### config.mk
export PLATFORM = sky130hd
export DESIGN_NAME = loadreg_bank
export DESIGN_NICKNAME = d
export VERILOG_FILES = /design/src/rtl/loadreg_bank_pkg.sv /design/src/rtl/loadreg_bank_press_detect.sv /design/src/rtl/loadreg_bank.sv
export SDC_FILE = /design/constraint.sdc
export NUM_CORES = 1
export LEC_CHECK = 0
export CORE_UTILIZATION = 52
export DETAILED_ROUTE_END_ITERATION = 6
export GPL_TIMING_DRIVEN = 0
export PLACE_DENSITY = 0.95
export SYNTH_ARGS = -nofsm -noshare
export SYNTH_HDL_FRONTEND = slang
export SYNTH_HIERARCHICAL = 1
export SYNTH_SLANG_ARGS = --single-unit
### constraint.sdc
create_clock -name CLK -period 3.25 [get_ports CLK]
set_clock_uncertainty 0.1 [all_clocks]
set_input_delay 0.65 -clock CLK [delete_from_list [all_inputs] [get_ports CLK]]
set_output_delay 0.65 -clock CLK [all_outputs]
set_load 0.02 [all_outputs]
### src/rtl/loadreg_bank_pkg.sv
// Shared game package: press-tracking state encoding and bank mode selectors.
package loadreg_bank_pkg;

    // Button tracking states: Store waits for a press, Load waits for release.
    typedef enum logic {
        ST_STORE = 1'b0,
        ST_LOAD  = 1'b1
    } press_state_e;

    // Bank behaviour once every entry is occupied.
    localparam int MODE_SHIFT = 0;  // oldest entry dropped on a new capture
    localparam int MODE_STOP  = 1;  // new captures ignored, overflow flagged

endpackage

### src/rtl/loadreg_bank_press_detect.sv
// Two-state button tracker. Emits a one-cycle capture strobe on the first
// sampled high level of sig_load after a low level. Reset lands in Load so a
// button held through reset must be released before it can capture.
module press_detect
    import loadreg_bank_pkg::*;
(
    input  logic         clk_i,
    input  logic         rst_i,
    input  logic         clear_i,
    input  logic         load_i,
    output logic         capture_o,
    output press_state_e state_o
);

    press_state_e state_q;
    press_state_e state_d;

    // Next state: a clear re-synchronises to the current button level.
    always_comb begin
        state_d = state_q;
        if (clear_i) begin
            state_d = load_i ? ST_LOAD : ST_STORE;
        end else begin
            case (state_q)
                ST_STORE: if (load_i)  state_d = ST_LOAD;
                ST_LOAD:  if (!load_i) state_d = ST_STORE;
                default:               state_d = ST_LOAD;
            endcase
        end
    end

    // State register with synchronous reset into Load.
    always_ff @(posedge clk_i) begin
        if (rst_i) begin
            state_q <= ST_LOAD;
        end else begin
            state_q <= state_d;
        end
    end

    // Strobe must act on the same edge that sees the press, so it is decoded
    // from the registered state and the live button level; a clear masks it.
    assign capture_o = (state_q == ST_STORE) && load_i && !clear_i;
    assign state_o   = state_q;

endmodule

### src/rtl/loadreg_bank.sv
// History bank of player values. Each button press captures data_in into
// entry 0, pushing older entries up. Entry 0 is always the newest value.
// rd_data gives a zero-latency indexed view; unused entries read as zero.
// dbg_state exposes the press tracker state (1 = waiting for release).
module loadreg_bank
    import loadreg_bank_pkg::*;
#(
    parameter int WIDTH = 4,
    parameter int DEPTH = 4,
    parameter int MODE  = MODE_SHIFT
) (
    input  logic                       CLK,
    input  logic                       RST,
    input  logic [WIDTH-1:0]           data_in,
    input  logic                       sig_load,
    input  logic                       sig_clear,
    input  logic [$clog2(DEPTH)-1:0]   rd_idx,
    output logic [WIDTH-1:0]           data_out,
    output logic [WIDTH-1:0]           rd_data,
    output logic [$clog2(DEPTH+1)-1:0] count,
    output logic                       full,
    output logic                       overflow,
    output logic                       load_pulse,
    output logic                       dbg_state
);

    localparam int CNT_W = $clog2(DEPTH + 1);
    localparam logic [CNT_W-1:0] CNT_MAX = CNT_W'(DEPTH);

    logic [WIDTH-1:0] bank_q [DEPTH];
    logic [WIDTH-1:0] bank_d [DEPTH];
    logic [CNT_W-1:0] count_q, count_d;
    logic             overflow_q, overflow_d;
    logic             load_pulse_q, load_pulse_d;

    logic             capture;
    logic             accept;
    press_state_e     press_state;

    press_detect u_press_detect (
        .clk_i     (CLK),
        .rst_i     (RST),
        .clear_i   (sig_clear),
        .load_i    (sig_load),
        .capture_o (capture),
        .state_o   (press_state)
    );

    // A capture commits unless stop mode has no free entry left.
    assign accept = capture && ((MODE == MODE_SHIFT) || (count_q != CNT_MAX));

    // Next bank contents, occupancy and flags; clear wins over any capture.
    always_comb begin
        bank_d       = bank_q;
        count_d      = count_q;
        overflow_d   = overflow_q;
        load_pulse_d = 1'b0;
        if (sig_clear) begin
            for (int i = 0; i < DEPTH; i++) bank_d[i] = '0;
            count_d    = '0;
            overflow_d = 1'b0;
        end else if (accept) begin
            for (int i = DEPTH - 1; i > 0; i--) bank_d[i] = bank_q[i-1];
            bank_d[0]    = data_in;
            count_d      = (count_q == CNT_MAX) ? CNT_MAX : count_q + 1'b1;
            load_pulse_d = 1'b1;
        end else if (capture) begin
            overflow_d = 1'b1;
        end
    end

    // State registers with synchronous reset overriding clear and load.
    always_ff @(posedge CLK) begin
        if (RST) begin
            for (int i = 0; i < DEPTH; i++) bank_q[i] <= '0;
            count_q      <= '0;
            overflow_q   <= 1'b0;
            load_pulse_q <= 1'b0;
        end else begin
            bank_q       <= bank_d;
            count_q      <= count_d;
            overflow_q   <= overflow_d;
            load_pulse_q <= load_pulse_d;
        end
    end

    // Indexed read: only occupied entries are visible, others (and any index
    // past DEPTH) read as zero.
    always_comb begin
        rd_data = '0;
        for (int i = 0; i < DEPTH; i++) begin
            if ((int'(rd_idx) == i) && (i < int'(count_q))) rd_data = bank_q[i];
        end
    end

    assign data_out   = bank_q[0];
    assign count      = count_q;
    assign full       = (count_q == CNT_MAX);
    assign overflow   = overflow_q;
    assign load_pulse = load_pulse_q;
    assign dbg_state  = press_state;

endmodule

# Word level (Yosys, flattened, before mapping)
# Cells that the tools add are included.
totals:
  rom_bits: 0
  in_bits: 10
  out_inout_bits: 15
  ff_bits: 21
  latchBits: 0
  n_memories: 0
  ram_bits: 0
  word_cells: 33
op_classes:
  n_shift: 0
  n_reduce_logical: 9
  n_bitwise: 1
  mux: 7
  eq_ne: 4
  magnitude_cmp: 4
  div: 0
  n_mul: 0
  add_sub_neg: 1
op_table:
  columns: ["cell", "n"]
  rows:
  - ["two-way mux 4 bit", 4]
  - ["logical AND 1 bit", 6]
  - ["< comparator 1 x 3 -> 1 bit, first input constant", 2]
  - ["< comparator 2 x 3 -> 1 bit, first input constant", 2]
  - ["equality test 2 bit, second input constant", 2]
  - ["adder 3 x 1 -> 3 bit, second input constant", 1]
  - ["equality test 3 bit, second input constant", 1]
  - ["two-way mux 3 bit", 1]
  - ["equality test 2 x 1 -> 1 bit, second input constant", 1]
  - ["zero test 2 bit", 1]
  - ["two-way mux 1 bit", 2]
  - ["OR reduction 2 bit", 1]
  - ["zero test 1 bit", 1]
  - ["NOT 1 bit", 1]

# Logic depth before layout (Yosys ltp)
# Gate-level depths: netlist of the first run.
logic_depth:
  depth_word: 6
  mapped_depth: 5
  ltp_nobuf: 5

# Cells and area by module
# Netlist of the first run, hierarchy kept.
by_module_without_submodules:
  columns: ["module", "cells_each", "area_per_inst_um2", "n_inst", "seq_area_each_um2"]
  rows:
  - ["loadreg_bank", 116, 1041.0, 1, 400.4]
  - ["press_detect", 3, 38.8, 1, 20.0]

# Least setup slack after synthesis of the first run
# No wires, ideal clock.
synth_path:
  path_type: "input to output"
  start: "input rd_idx[1]"
  end: "output rd_data[1]"
  stages: 3
  path_slack_ns: 0.998
  arrival_time_ns: 1.502
  path_cell_list: "or3b_1 o31ai_1 o32ai_1"
synth_via:
  elab_chain_len: 6
synth_lines:
  columns: ["item", "line", "source"]
  rows:
  - ["from (decl)", "loadreg_bank.sv:17", "input logic [$clog2(DEPTH)-1:0] rd_idx,"]
  - ["zero test 2 bit", "loadreg_bank.sv:92", "if ((int'(rd_idx) == i) && (i < int'(count_q))) rd_data = bank_q[i];"]
  - ["logical AND 1 bit", "loadreg_bank.sv:92", null]
  - ["two-way mux 4 bit (3 in series)", "loadreg_bank.sv:92", null]
  - ["two-way mux 4 bit (*)", "loadreg_bank.sv:92", null]
  - ["to (decl)", "loadreg_bank.sv:19", "output logic [WIDTH-1:0] rd_data,"]
# Mark *: on every way between the ends. The rest lies on a longest branch, timed or not.

# Worst setup path after layout of the first run
layout_path:
  start: "input rd_idx[0]"
  end: "output rd_data[1]"
# Same word-level chain as after synthesis.

==> results of run 1 <==
repair_timing:
| action | CTS | global route |
|---|---|---|
| gates cloned | 0 | 0 |
| hold buffers | 0 | 0 |
| gates resized for setup | 1 | 3 |
| endpoints found under the setup margin | 1 | 3 |
| buffers inserted | 0 | 0 |
| hold endpoints to repair | 0 | 0 |
synth_stat cells:
cell,n,share of area (%)
and2_1,3,1.7
nand2_1,1,0.35
mux2i_1,18,17
nor3_1,1,0.46
nand3_1,4,1.9
a211oi_1,1,0.70
or2b_1,1,0.70
a21boi_0,1,0.70
nand2b_1,1,0.58
or3_1,1,0.58
nor3b_2,1,1.2
and2b_4,1,0.93
or3b_1,1,0.81
ha_1,2,2.3
o21ba_2,1,0.93
and4_2,2,1.9
nand3b_1,1,0.70
clkbuf_1,2,0.70
nor2b_1,1,0.58
inv_2,1,0.35
o21ai_0,2,0.93
conb_1,1,0.35
dfxtp_1,21,39
buf_4,6,4.2
nor2_1,20,7.0
buf_2,3,1.4
o32ai_1,2,1.6
or2_1,2,1.2
a21oi_1,5,2.3
a32oi_1,4,3.2
inv_1,4,1.4
o31ai_1,3,2.1
and3b_1,1,0.81
layer usage:
metal,global-route usage (%),share of wire (%)
met5,0,0
met4,11.1,1.8
met2,36.2,51
met1,24.7,45
met3,4.15,2.4
worst max-delay path: cells and delay by family:
family          cells  cell delay [ns]
buf+inv             2             1.01
compound gates      2             0.34
simple gates        1             0.20
power by group through the flow:
stage	Clock [mW]	Sequential [mW]	Combinational, mW
after floorplan	0	0.267	0.0199
after global placement	0	0.266	0.0395
after detailed placement	0	0.266	0.0409
after CTS	0.128	0.260	0.0411
after global routing	0.137	0.260	0.0441
final	0.123	0.260	0.0410
kinds of logic after synthesis:
family / count (synthesis)
buf+inv: 16
simple gates: 42
flops: 21
fa+ha+maj: 2
other cells: 1
compound gates: 19
mux: 18
flip-flops by register name, indices dropped and copies added (netlist names):
signal and flops:
bank_q 12, count 3, data_out 4, load_pulse 1, u_press_detect/state_o 1
final timing paths:
check | start | to | slack, ns | cells past startpoint
setup / recovery | rd_idx[0] | rd_data[1] | 0.30 | 5
hold / removal | bank_q[1] | bank_q[1] | 0.42 | 2
setup reg to reg | u_press_detect/state_o | count[2] | 1.83 | 5
hold reg to reg | bank_q[1] | bank_q[1] | 0.42 | 2
final cells by class:
class | count | area [sq um]
clock buffers | 4 | 26.3
plain buffers | 11 | 67.6
flip-flops and latches | 21 | 420
inverters | 5 | 18.8
fillers | 163 | 586
well taps | 27 | 33.8
multi-input cells | 82 | 573
repair buffers | 23 | 236
metrics by stage:
| stage | hold slack (ns) | total power, mW | area [sq um] | utilization, % |
|---|---|---|---|---|
| final | 0.415 | 0.424 | 1380 | 70.2 |
| after global routing | 0.460 | 0.441 | 1380 | 70.2 |
| after CTS | 0.417 | 0.429 | 1370 | 69.8 |
| after detailed placement | 0.391 | 0.307 | 1340 | 68.5 |
| after global placement | 0.374 | 0.305 | 1340 | 68.5 |
| after floorplan | 0.361 | 0.287 | 1080 | - |
==> results by group, run 1 <==
Logic synthesis
  – Post-Synth Simple-Gate Area: 21.2%
  – Multiplexer share of the synthesized area: around 17%
  – Syn nets: about 130
  – Post-Synthesis Cells: about 120
  – Synth Area in Adders: 2.32%
  – Largest family of logic cells by synthesized area: simple AND/OR/NAND/NOR gates
  – Ys Warns: 6
  – Compound-cell area share of the yosys netlist: between 10% and 20%
  – Mapped Avg Cell Area: 9.07 sq um
  – Yosys cell types: 33
  – Synthesized cell area: 1080 sq um
  – Synth Area in XOR/XNOR: 0%
  – Sequential share of the synthesized area: about two fifths
  – Seq cells post-synth: 21

Worst setup path
  – CP max FO: 9
  – Crit path DAT: approximately 2.2 ns
  – Startpoint Class: input port
  – CP Class: in -> out
  – Crit. End Element: output pin
  – Crit-path cells: clkdlybuf4s50_1 -> nand3b_1 -> a21oi_1 -> o32ai_1 -> dlygate4sd2_1
  – Slowest CP cell: clkdlybuf4s50_1
  – CP required: between 2 and 3 ns
  – CP max stage delay: between 0.6 and 0.7 ns

Clock network
  – Sink Count: 21
  – CTS H-Tree Depth: 1
  – Num CTS Buffers: 3
  – TritonCTS clock tree: done
  – Clk_lat worst skew: 0.30 ns
  – Clk root buf: clkbuf_4
  – Clock slew at reported path FFs: 0.11 ns
  – Worst-case clock buffer depth: 2

Routing
  – DR DRC count: 0
  – Post-DR vias/cell: around 5.4
  – ANT nets after route: 0
  – First drt pass iteration count: 4
  – Starting DRT DRC Count: 19
  – WL per Instance: approximately 13 um
  – Via count: about 930
  – Total Routed Length: around 2300 um

Placement
  – Post-DP HPWL: 1670 um
  – Placed insts: roughly 170
  – Setup WS pre-CTS: around 0.0024 ns
  – RePlAce Congestion: roughly 0.85
  – # port buffers: 23

Final layout
  – Final cell count without fillers: roughly 170
  – Syn-to-layout area delta: 27.5%
  – Commonest non-fill, non-tap cells in the layout: dfxtp_1, nor2_1, clkdlybuf4s50_1
  – Number of antenna cells inserted: 0
  – Layout cells sized above 1: between 10% and 20%
  – Commonest non-fill, non-tap cell in the layout: dfxtp_1
  – Nets: roughly 160

Pwr
  – Pint: approximately 0.33 mW
  – Power density over the cells: 308 nW/um^2
  – Peak supply drop: 0.000272 V
  – Clk pwr share: 29.0%
  – Leakage dissipation: 0.543 nW
  – Net Sw Power: between 0.09 and 0.1 mW
  – Switching Fraction: between 20% and 30%
  – Combinational power share: under 10%
  – Seq pwr share: between 60% and 70%

Floorplan
  – Initial Utilization: between 50% and 60%
  – Die area: about 2300 sq um
  – IO Count: 25
  – Die X: ~48 um
  – # rows: 16
  – Area of the core: ~2000 sq um
  – Die H: approximately 48 um

Min path
  – Worst Hold Class: reg -> reg

STA
  – F_max: about 0.34 GHz
  – Setup violators final: 0
  – TNS Setup: 0 ns
  – RSZ-0062 raised after global routing: no
  – Final worst-path cycle share: 90.8%
  – Setup ws final: between 0.2 and 0.3 ns
  – Post-route minimum period: 2.95 ns
  – Fin. max-slew vios: 0
  – Final Hold Viols: 0

Global routing
  – Grt total ovfl: 0
  – Number of global-route vias before repair: 799
  – Largest net degree at the start of global routing: 12
  – Initial antenna violation count: 0
  – First-pass GRT wire length: around 3300 um
  – Tot GR Track Use: between 20% and 30%

Status
  – Status: completed

Job
  – MaxCap Viol Count: 0
No activity file was read; power rests on OpenSTA's default activity.
==> inputs of run 2 (changes only) <==
--- a/config.mk
+++ b/config.mk
@@ -6,9 +6,10 @@
 export NUM_CORES = 1
 export LEC_CHECK = 0
 export CORE_UTILIZATION = 52
+export CTS_CLUSTER_SIZE = 28
 export DETAILED_ROUTE_END_ITERATION = 6
-export GPL_TIMING_DRIVEN = 0
 export PLACE_DENSITY = 0.95
+export SLEW_MARGIN = 30
 export SYNTH_ARGS = -nofsm -noshare
 export SYNTH_HDL_FRONTEND = slang
 export SYNTH_HIERARCHICAL = 1
==> run 2 against run 1 <==
  * First-iteration DRC count fell by 11%
  * Combinational power fell by 2%
  * Via count shrank 4.4%
  * Die area is the same
  * Final cell count is 4.6% lower
  * Critical path type unchanged
  * Non-clock buffer count shrank 8
  * Sequential share of layout area grew 0.80 points
  * Clock-buffer cell count did not move
==> results by group, run 2 (same netlist as run 1, synthesis figures left out) <==
Global routing
  – Largest net degree at the start of global routing: 21 (was 12)
  – First-pass GRT wire length: 3160 um (was 3310 um)
  – Initial antenna violation count: 0 (unchanged)
  – Number of global-route vias before repair: 739 (was 799)
  – Grt total ovfl: 0 (unchanged)
  – Tot GR Track Use: 20.2% (was 21.0%)

Routing
  – Total Routed Length: 2210 um (was 2260 um)
  – First drt pass iteration count: 4 (unchanged)
  – ANT nets after route: 0 (unchanged)
  – Via count: 887 (was 928)
  – DR DRC count: 0 (unchanged)
  – Post-DR vias/cell: 5.38 (was 5.36)
  – WL per Instance: 13.4 um (was 13.1 um)
  – Starting DRT DRC Count: 17 (was 19)

Worst setup path
  – Slowest CP cell: clkdlybuf4s50_1 (unchanged)
  – Worst reg2reg endpoint: count[2] (unchanged)
  – Worst Reg-to-Reg Cells: 5 (unchanged)
  – CP max FO: 9 (unchanged)
  – Crit path DAT: 2.15 ns (was 2.20 ns)
  – Worst path bufs/invs: 2 (unchanged)
  – Startpoint Class: input port (unchanged)
  – CP required: 2.50 ns (about the same)
  – Crit path capture: rd_data[0] (was rd_data[1])
  – Crit-path cells: clkdlybuf4s50_1 -> and3b_1 -> o31ai_1 -> a32oi_1 -> dlymetal6s2s_1 (was clkdlybuf4s50_1 -> nand3b_1 -> a21oi_1 -> o32ai_1 -> dlygate4sd2_1)
  – R2R setup slack: 1.78 ns (was 1.83 ns)
  – CP delay by family, top: buffers and inverters (unchanged)
  – CP Class: in -> out (unchanged)
  – R2R Path Start: u_press_detect/state_o (unchanged)
  – CP startpoint: rd_idx[0] (unchanged)
  – Levels on crit path: 5 (unchanged)
  – CP max stage delay: 0.65 ns (about the same)
  – Crit. End Element: output pin (unchanged)

Final layout
  – Largest register FFs: 12 (unchanged)
  – Syn-to-layout area delta: 24.2% (was 27.5%)
  – Commonest non-fill, non-tap cells in the layout: dfxtp_1, nor2_1, clkdlybuf4s50_1 (unchanged)
  – Number of antenna cells inserted: 0 (unchanged)
  – Final-layout fill cell count: 169 (was 163)
  – Most flop-heavy register: bank_q (unchanged)
  – Nets: 151 (was 159)
  – Commonest non-fill, non-tap cell in the layout: dfxtp_1 (unchanged)
  – Layout cells sized above 1: 8.70% (was 12.3%)

Clock network
  – CTS H-Tree Depth: 1 (unchanged)
  – Num CTS Buffers: 3 (unchanged)
  – Worst-case clock buffer depth: 2 (unchanged)
  – Clock slew at reported path FFs: 0.11 ns (about the same)
  – TritonCTS clock tree: done (unchanged)
  – Sink Count: 21 (unchanged)
  – Clk root buf: clkbuf_4 (unchanged)
  – Clk_lat worst skew: 0.30 ns (about the same)

Status
  – Status: completed (unchanged)

Pwr
  – Power density over the cells: 318 nW/um^2 (was 308 nW/um^2)
  – Leakage dissipation: 0.526 nW (was 0.543 nW)
  – Peak supply drop: 0.000315 V (was 0.000272 V)

Floorplan
  – Die area: 2260 sq um (unchanged)
  – Area of the core: 1960 sq um (unchanged)
  – IO Count: 25 (unchanged)
  – Initial Utilization: 55.0% (unchanged)
  – # rows: 16 (unchanged)
  – Die H: 47.6 um (unchanged)
  – Die X: 47.6 um (unchanged)

Min path
  – Worst Hold Class: reg -> reg (unchanged)
  – Worst hold path stage count: 2 (unchanged)

Job
  – MaxCap Viol Count: 0 (unchanged)

STA
  – Worst slew pin tran: ~0.70 ns
  – Fin. max-slew vios: 0 (unchanged)
  – Worst hold slack: 0.425 ns (was 0.415 ns)
  – TNS Setup: 0 ns (unchanged)
  – Setup violators final: 0 (unchanged)
  – F_max: 0.345 GHz (was 0.339 GHz)
  – Max-slew headroom: 53.2%
  – RSZ-0062 raised after global routing: no (unchanged)
  – Final Hold Viols: 0 (unchanged)
  – Post-route minimum period: 2.90 ns (was 2.95 ns)
  – Final worst-path cycle share: 89.3% (was 90.8%)

Placement
  – # port buffers: 23 (unchanged)
  – RePlAce Congestion: 0.834 (was 0.850)
  – Post-DP HPWL: 1550 um (was 1670 um)
run 2: power breakdown:
part | internal, mW | switching (mW) | total, mW
Sequential | 0.259 | 0.00148 | 0.260
Clock | 0.0479 | 0.0788 | 0.127
Combinational | 0.0209 | 0.0194 | 0.0403
Total | 0.327 | 0.0997 | 0.427
run 2: worst reg2reg max path, delay by kind of cell (launching register included):
kind | cells | cell delay [ns]
simple gates | 3 | 0.48
flops | 1 | 0.35
buf+inv | 1 | 0.33
compound gates | 1 | 0.07
run 2: worst min-delay path by stage:
stage          startpoint         to
3_3_place_gp    bank_q[2]  bank_q[2]
5_1_grt         bank_q[2]  bank_q[2]
3_5_place_dp    bank_q[0]  bank_q[0]
4_1_cts         bank_q[2]  bank_q[2]
2_1_floorplan   bank_q[1]  bank_q[1]
6_report        bank_q[2]  bank_q[2]
run 2: layout make-up:
class                      instances  area (sq um)  area share, %
inverter                           5          18.8           1.40
tap                               27          33.8           2.52
timing repair buffer              26           263           19.6
sequential                        21           420           31.3
clock buffer                       4          26.3           1.96
multi-input combinational         82           579           43.2
run 2: repair_timing:
action | 4_1_cts | 5_1_grt
gates resized for setup | 0 | 4
setup buffers | 0 | 0
endpoints found under the setup margin | 0 | 4
hold buffers | 0 | 0
run 2: through the flow:
step	util, %	total power, mW	worst slack, ns	instances	area [sq um]
finish	68.4	0.427	0.349	165	1340
CTS	67.9	0.432	0.000920	165	1330
floorplan	-	0.287	0.998	119	1080
detailed placement	66.5	0.306	-0.00524	161	1310
global route	68.4	0.444	0.284	165	1340
global placement	66.5	0.305	0.0566	161	1310
run 2: metal layers:
metal | part of all wire (%) | wire (um) | track usage (%) | vias up
met5 | 0 | 0 | 0 | -
met4 | 0.86 | 19 | 15.6 | 0
met2 | 51 | 1130 | 34.8 | 18
li1 | - | - | - | 448
met1 | 45 | 993 | 23.3 | 419
met3 | 2.9 | 65 | 1.13 | 2
